<file path="src/rtl/instr_mem_loader.sv">
// -----------------------------------------------------------------------------
// instr_mem_loader
//
// Boot-time program loader. Receives a framed little-endian byte stream,
// assembles 32-bit instruction words and writes them into the instruction
// memory through its preload port at consecutive word addresses. The core is
// held in reset until the whole image has been written and its XOR checksum
// has been verified.
//
// Frame: 4-byte word count N (LE), 4*N data bytes (each word LE), 1 checksum
// byte equal to the XOR of every preceding frame byte.
//
// Ports:
//   clk           rising-edge clock
//   rst           synchronous, active-high reset
//   start         one-cycle pulse arming a new load (ignored while busy)
//   s_valid       byte stream valid
//   s_data        byte stream data
//   s_ready       byte stream ready (high in HDR, DATA, CSUM)
//   preload_en    one-cycle instruction-memory write strobe
//   preload_addr  0-based word address of the write
//   preload_data  instruction word of the write
//   core_rst_n    core reset, active low; released only after a verified load
//   busy          load in progress
//   done          image loaded and verified (sticky until next start)
//   err           load failed (sticky until next start)
// -----------------------------------------------------------------------------
package instr_mem_pkg;
    localparam int INSTR_MEM_ADDR_WIDTH = 10;
    localparam int INSTR_MEM_DATA_WIDTH = 32;
endpackage

module instr_mem_loader #(
    parameter int ADDR_WIDTH = instr_mem_pkg::INSTR_MEM_ADDR_WIDTH,
    parameter int DATA_WIDTH = instr_mem_pkg::INSTR_MEM_DATA_WIDTH
) (
    input  logic                  clk,
    input  logic                  rst,
    input  logic                  start,
    input  logic                  s_valid,
    input  logic [7:0]            s_data,
    output logic                  s_ready,
    output logic                  preload_en,
    output logic [ADDR_WIDTH-1:0] preload_addr,
    output logic [DATA_WIDTH-1:0] preload_data,
    output logic                  core_rst_n,
    output logic                  busy,
    output logic                  done,
    output logic                  err
);

    typedef enum logic [2:0] {
        IDLE,
        HDR,
        DATA,
        CSUM,
        DONE,
        ERR
    } state_t;

    // Largest image that fits: 2^ADDR_WIDTH words, compared in 33 bits so the
    // full 32-bit count can never alias.
    localparam logic [32:0]         MAX_WORDS = 33'd1 << ADDR_WIDTH;
    localparam logic [ADDR_WIDTH:0] IDX_ONE   = {{ADDR_WIDTH{1'b0}}, 1'b1};

    state_t              state, state_next;
    logic [31:0]         count;
    logic [1:0]          byte_cnt;
    logic [ADDR_WIDTH:0] word_idx;   // one extra bit: N = 2^ADDR_WIDTH is legal
    logic [7:0]          xor_acc;
    logic [23:0]         word_buf;   // lanes 0..2; lane 3 comes straight from s_data

    logic                xfer;
    logic [31:0]         hdr_count;
    logic                last_word;

    assign xfer      = s_valid && s_ready;
    // Complete count as it will be once the 4th header byte lands.
    assign hdr_count = {s_data, count[23:0]};
    assign last_word = (32'(word_idx) + 32'd1) == count;

    // State register
    always_ff @(posedge clk) begin
        // NOTE: sequential state uses non-blocking assignments so every
        // register samples pre-edge values, independent of statement order.
        if (rst) begin
            state <= IDLE;
        end else begin
            state <= state_next;
        end
    end

    // Next-state logic
    always_comb begin
        // NOTE: default assigned first so no path through the case leaves
        // state_next unassigned, which would otherwise infer a latch.
        state_next = state;
        case (state)
            IDLE, DONE, ERR: begin
                if (start) state_next = HDR;
            end
            HDR: begin
                if (xfer && byte_cnt == 2'd3) begin
                    if (hdr_count == 32'd0)                 state_next = CSUM;
                    else if ({1'b0, hdr_count} > MAX_WORDS) state_next = ERR;
                    else                                    state_next = DATA;
                end
            end
            DATA: begin
                if (xfer && byte_cnt == 2'd3 && last_word) state_next = CSUM;
            end
            CSUM: begin
                if (xfer) state_next = (s_data == xor_acc) ? DONE : ERR;
            end
            default: state_next = IDLE;
        endcase
    end

    // Status outputs are pure decodes of the state register.
    assign s_ready    = (state == HDR) || (state == DATA) || (state == CSUM);
    assign busy       = s_ready;
    assign done       = (state == DONE);
    assign err        = (state == ERR);
    assign core_rst_n = (state == DONE);

    // Datapath: count capture, word assembly, running checksum, preload port
    always_ff @(posedge clk) begin
        if (rst) begin
            count        <= '0;
            byte_cnt     <= '0;
            word_idx     <= '0;
            xor_acc      <= '0;
            word_buf     <= '0;
            preload_en   <= 1'b0;
            preload_addr <= '0;
            preload_data <= '0;
        end else begin
            preload_en <= 1'b0;
            case (state)
                IDLE, DONE, ERR: begin
                    if (start) begin
                        count    <= '0;
                        byte_cnt <= '0;
                        word_idx <= '0;
                        xor_acc  <= '0;
                    end
                end
                HDR: begin
                    if (xfer) begin
                        xor_acc  <= xor_acc ^ s_data;
                        byte_cnt <= byte_cnt + 2'd1;
                        case (byte_cnt)
                            2'd0:    count[7:0]   <= s_data;
                            2'd1:    count[15:8]  <= s_data;
                            2'd2:    count[23:16] <= s_data;
                            default: count[31:24] <= s_data;
                        endcase
                    end
                end
                DATA: begin
                    if (xfer) begin
                        xor_acc  <= xor_acc ^ s_data;
                        byte_cnt <= byte_cnt + 2'd1;
                        case (byte_cnt)
                            2'd0: word_buf[7:0]   <= s_data;
                            2'd1: word_buf[15:8]  <= s_data;
                            2'd2: word_buf[23:16] <= s_data;
                            default: begin
                                preload_data <= {s_data, word_buf};
                                preload_addr <= word_idx[ADDR_WIDTH-1:0];
                                preload_en   <= 1'b1;
                                word_idx     <= word_idx + IDX_ONE;
                            end
                        endcase
                    end
                end
                default: ;
            endcase
        end
    end

endmodule

</file>
<file path="config.mk">
export PLATFORM = sky130hd
export DESIGN_NAME = instr_mem_loader
export DESIGN_NICKNAME = d
export VERILOG_FILES = /design/src/rtl/instr_mem_loader.sv
export SDC_FILE = /design/constraint.sdc
export NUM_CORES = 1
export LEC_CHECK = 0
export BUFFER_PORTS_ARGS = -buffer_cell sky130_fd_sc_hd__buf_2
export CAP_MARGIN = 20
export CELL_PAD_IN_SITES_DETAIL_PLACEMENT = 0
export CELL_PAD_IN_SITES_GLOBAL_PLACEMENT = 2
export CORE_MARGIN = 3
export CORE_UTILIZATION = 36
export CTS_BUF_LIST = sky130_fd_sc_hd__clkbuf_4 sky130_fd_sc_hd__clkbuf_8
export DETAILED_ROUTE_END_ITERATION = 7
export PLACE_DENSITY_LB_ADDON = 0.12
export SLEW_MARGIN = 20
export SYNTH_ARGS = -nofsm -noshare
export SYNTH_HDL_FRONTEND = slang
export SYNTH_SLANG_ARGS = --single-unit
</file>
<file path="constraint.sdc">
create_clock -name clk -period 2.1 [get_ports clk]
set_clock_uncertainty 0.05 [all_clocks]
set_input_delay 0.105 -clock clk [delete_from_list [all_inputs] [get_ports clk]]
set_output_delay 0.105 -clock clk [all_outputs]
set_load 0.01 [all_outputs]
</file>
==> flow_summary.yaml, run 1 <==
die:
  core_area_sq_um: 14700
  die_w_um: 129
  rows: 44
  die_area_sq_um: 16700
  die_y_um: 129
  ios: 60
  start_util_pct: 37.2
cells_and_area:
  final_core_util_pct: 45.1
  design_area_sq_um: 6640
  syn_to_final_growth_pct: 21.3
  multi_input_area_sq_um: 2780
  fillers: 1482
  register_area_sq_um: 2470
  nNetsFinal: 766
  drive_above_1_share_pct: 19.8
  diodes: 0
synth:
  synth_cell_type_count: 51
  synth-main-ff-cell: "dfxtp_1"
  ys.warnings.count: 0
  synth_largest_area_cell: "dfxtp_1"
  yosysSeqAreaShare_pct: 45.0
  yosys.area_share.simple_pct: 24.7
  synthXorXnorAreaFrac_pct: 3.04
  syn-cell-area_sq_um: 5470
  synth_compound_area_share_pct: 15.0
  syn-num-nets: 697
  synth_area_leaders: "dfxtp_1 (45%), nand2_1 (9.5%), a21oi_1 (8.0%)"
  ys_ff_latch: 123
  synth_top_area_share_pct: 45.0
  synth_top_family_by_area: "simple AND/OR/NAND/NOR gates"
  synth_cells: 679
  synth_commonest_cells: "nand2_1 (138), dfxtp_1 (123), a21oi_1 (88), nor2_1 (70), mux2i_1 (34)"
  synth_adder_area_share_pct: 1.37
  synth_mux_area_share_pct: 6.22
  synth.most_common_cell: "nand2_1"
  async_reset_ff_share_pct: 0
  synth.avg_cell_area_sq_um: 8.06
  synth-edff-count: 0
global_routing:
  grt_usage_pct: 17.8
  grt.busiest_layer: "met2"
  grt_pass1_wl_um: 23300
  grt_max_degree: 45
  use_met1_pct: 25.6
  antenna_found_initial: 0
  grt_use_met3_pct: 3.92
  use_met2_pct: 26.5
  grt_pass1_vias: 4429
  globalRouteOverflowTotal: 0
clock_network:
  path_clk_slew_ns: 0.07
  cts_made_buffers: 17
  cts_root_buffer: "clkbuf_8"
  clk_latency_ns: 0.45
  cts_tree: "built"
  htree_levels: 4
  cts_buffer_depth: 2
  clkSinkCount: 123
setup_path:
  reg2reg_depth: 8
  critPathKind: "flop to flop"
  endpoint_kind: "flop"
  arrival_ns: 2.30
  required_ns: 2.41
  crit_path_start_kind: "flop"
  crit_fanout: 5
  reg2reg_slack_ns: 0.11
route:
  routedWlPerCell_um: 15.4
  drt-pass1-iter-count: 5
  viasPerCell: 5.09
  drtIter0Drc: 325
  drc: 0
  postRouteAntennaNets: 0
  route.vias.total: 4814
  drt-total-wl_um: 14600
timing:
  worst_pin_slew_ns: 0.646
  fin_ws_ns: 0.109
  grt_setup_unrepaired: "true"
  setup_viol: 0
  fin_crit_sh_pct: 94.8
  post-route-min-period_ns: 1.99
  drv_slew: 0
  finalHoldWorstSlack_ns: 0.0551
  finalHoldViolations: 0
  timing.fmax_mhz: 502
  max_slew_margin_pct: 56.6
  tns_ns: 0
placed_design:
  dpl-instance-area_sq_um: 6060
  place_ws_ns: 0.0136
  place_congestion: 0.849
  dpl.hpwl_um: 10100
  port_buffers: 59
outcome:
  status: "complete, no violations"
power:
  p_leak_uw: 0.00260
  ir_drop_mv: 0.411
  p_per_area_nw_per_um2: 792
min_path:
  hp-class: "primary input to flop"
  hold_path_depth: 2
flow_run:
  drv_cap: 0
timing repair:
action,in CTS,in global routing
endpoints found under the setup margin,1,4
resized for setup,0,9
hold endpoints to repair,23,0
pin swaps,1,2
hold buffers,7,0
buffers inserted,0,2
final cells by class:
type	instances	area share, %
repair buffers	102	10.2
clock inverters	12	2.94
multi-input cells	498	41.9
clock buffers	20	3.96
well taps	184	3.47
flip-flops and latches	123	37.2
inverters	6	0.339
through the flow:
| stage | total power, uW | instances |
|---|---|---|
| after global routing | 5470 | 945 |
| after global placement | 2870 | 904 |
| final | 5260 | 945 |
| after detailed placement | 2870 | 904 |
| after floorplan | 2730 | 679 |
| after CTS | 5320 | 943 |
worst max-delay path, cell delays in order, from the launching register on:
cell and delay (ns):
dfxtp_1 0.34, ha_2 0.24, nand3_4 0.13, nor3_4 0.27, xnor2_1 0.16, o221ai_1 0.14
nor4_2 0.32, a21oi_1 0.13, nor4_2 0.13
kinds of logic (layout without fill, tap and decap cells):
family | Yosys count | count (layout)
simple gates | 300 | 300
compound gates | 139 | 139
flops | 123 | 123
buf+inv | 58 | 140
mux | 34 | 34
xor+xnor | 19 | 19
fa+ha+maj | 6 | 6
cell usage in the layout (no fill, tap or decap), types with 4 or more instances in the layout:
cell type / Yosys / layout
nor4_1: 13 / 11
mux2i_1: 34 / 34
dfxtp_1: 123 / 120
o21ai_0: 17 / 17
nand3_1: 31 / 31
ha_1: 6 / 5
a22oi_1: 5 / 5
o21ai_1: 5 / 5
and2_1: 4 / 4
a21oi_1: 88 / 88
and3_1: 9 / 9
nor2_1: 70 / 69
a21oi_4: 4 / 4
nor4_2: 3 / 5
inv_1: 6 / 6
xnor2_1: 10 / 10
buf_2: 14 / 58
bufinv_16: 0 / 5
nand2_1: 138 / 138
xor2_1: 9 / 9
dlygate4sd3_1: 0 / 7
nor3_1: 10 / 10
nor2b_1: 7 / 7
clkbuf_8: 0 / 18
buf_4: 6 / 34
clkinv_2: 0 / 4
path summary, 6_finish.rpt:
check / start / endpoint
max: word_idx[0] / state[0]
min: rst / byte_cnt[1]
max reg2reg: word_idx[0] / state[0]
min reg2reg: preload_addr[5] / preload_addr[5]
flip-flops by register name, summed over array words and instances (netlist names):
name / cells
preload_data: 32
word_buf: 24
count: 32
preload_en: 1
word_idx: 11
xor_acc: 8
state: 3
byte_cnt: 2
preload_addr: 10
per-layer routing:
metal | wire length, um | share of wire [%] | vias up
met3 | 601 | 4.1 | 12
met4 | 162 | 1.1 | 0
met5 | 0 | 0 | -
met2 | 6370 | 44 | 95
met1 | 7470 | 51 | 2260
li1 | - | - | 2447
report_power, final:
group          internal, uW  switching [uW]  total [uW]
registers              2360            26.5        2390
clock network          1470             963        2430
logic                   171             269         440
Power figures use the tool's default switching activity.
==> inputs of run 2 (changes only) <==
CORE_UTILIZATION = 35   (was 36)
CTS_BUF_LIST = sky130_fd_sc_hd__clkbuf_16   (was sky130_fd_sc_hd__clkbuf_4 sky130_fd_sc_hd__clkbuf_8)
==> flow_summary.yaml, run 2 (synthesis gave the netlist of run 1 again) <==
outcome:
  status: "complete, no violations"
setup_path:
  crit_fanout: 8
  critPathKind: "flop to flop"
  cpPeakStageDelay_ns: 0.38
  endpoint_kind: "flop"
  cp_cell_sequence: "buf_4 > and2b_1 > and2_1 > nand2_1 > a21oi_4 > mux2i_1 > nor2_1"
  cpMaxStageDelayCell: "a21oi_4"
  required_ns: 2.33
  arrival_ns: 2.18
  crit_path_start_kind: "flop"
global_routing:
  grt_usage_pct: 18.2
  antenna_found_initial: 0
  grt_pass1_wl_um: 24300
  use_met2_pct: 27.2
  use_met1_pct: 25.9
  grt.busiest_layer: "met2"
  globalRouteOverflowTotal: 0
  grt_pass1_vias: 4558
  grt_max_degree: 100
  grt_use_met3_pct: 3.94
clock_network:
  htree_levels: 4
  cts_made_buffers: 17
  path_clk_slew_ns: 0.05
  cts_root_buffer: "clkbuf_16"
  clkSinkCount: 123
  cts_buffer_depth: 2
  cts_tree: "built"
  clk_latency_ns: 0.41
route:
  route.vias.total: 4804
  postRouteAntennaNets: 0
  routedWlPerCell_um: 15.5
  viasPerCell: 4.96
  drtIter0Drc: 281
  drt-total-wl_um: 15000
  drt-pass1-iter-count: 5
  drc: 0
timing:
  setup_viol: 0
  drv_slew: 0
  tns_ns: 0
  finalHoldViolations: 0
  timing.fmax_mhz: 514
  max_slew_margin_pct: 69.1
  post-route-min-period_ns: 1.95
  fin_crit_sh_pct: 92.7
  worst_pin_slew_ns: 0.464
placed_design:
  dpl-instance-area_sq_um: 6120
  port_buffers: 59
  dpl.hpwl_um: 10400
  place_congestion: 0.859
power:
  comb_power_share_pct: 8.2
  ir_drop_mv: 0.559
  switching_share_pct: 23.6
  power_switching_uw: 1310
  power_frac_clock_pct: 48.6
  seqPwrFrac_pct: 43.1
  intPower_uw: 4250
  p_leak_uw: 0.00265
  p_per_area_nw_per_um2: 821
cells_and_area:
  mostFrequentLayoutCells: "nand2_1 (138), dfxtp_1 (118), a21oi_1 (88)"
  diodes: 0
  syn_to_final_growth_pct: 23.7
  largestRegisters: "count (32), preload_data (32), word_buf (24)"
  drive_above_1_share_pct: 19.9
  design_area_sq_um: 6770
  final_common_cell: "nand2_1"
  nNetsFinal: 765
die:
  die_w_um: 131
  die_area_sq_um: 17200
  start_util_pct: 35.9
  core_area_sq_um: 15300
  rows: 45
  ios: 60
  die_y_um: 131
flow_run:
  drv_cap: 0
min_path:
  hp-class: "primary input to flop"
-- run 2: stage by stage --
stage               power [uW]  setup slack [ns]  cells  hold slack [ns]  util (%)
finish                    5560             0.154    969           0.0191      44.4
floorplan                 2730             0.233    679            0.191         -
global placement          2880            0.0514    935            0.389      40.1
global route              5780          -0.00149    969           0.0189      44.4
CTS                       5620            0.0911    968          0.00913      43.8
detailed placement        2880           -0.0226    935            0.393      40.1
-- run 2: timing repair --
item	CTS	global route
endpoints found under the hold margin	6	0
pin swaps	1	6
hold buffers	3	0
resized for setup	0	15
buffers inserted	0	1
endpoints found under the setup margin	1	11
-- run 2: critical path, delay by kind of cell (launching register included) --
kind,cells,cell delay (ns)
muxes,1,0.24
DFF,1,0.32
and+or+nand+nor,4,0.66
buffers and inverters,1,0.15
AOI/OAI and AO/OA,1,0.38
-- run 2: path summary, 6_finish.rpt --
path | to | cells past startpoint | slack [ns] | start
max reg2reg | count[0] | 7 | 0.15 | state[2]
max | count[0] | 7 | 0.15 | state[2]
min | preload_data[31] | 3 | 0.02 | s_data[7]
min reg2reg | preload_data[30] | 2 | 0.40 | preload_data[30]
-- run 2: final cells by class --
| class | count | area, sq um |
|---|---|---|
| Timing Repair Buffer | 101 | 658 |
| Inverter | 6 | 22.5 |
| Clock buffer | 17 | 425 |
| Fill cell | 1581 | 8490 |
| Tap cell | 211 | 264 |
| Multi-Input combinational cell | 498 | 2820 |
| Clock inverter | 13 | 114 |
| Sequential cell | 123 | 2470 |
-- run 2: routing by layer --
metal  part of all wire (%)  vias up
met4                    1.2        0
met5                      0        -
met3                    3.4       14
met1                     51     2255
met2                     44       86
li1                       -     2449
-- run 2: power groups by stage --
stage	sequential (uW)	combinational, uW	clock [uW]
3_5_place_dp	2440	438	0
2_1_floorplan	2440	293	0
4_1_cts	2390	443	2780
5_1_grt	2400	502	2880
3_3_place_gp	2440	435	0
6_report	2400	459	2700
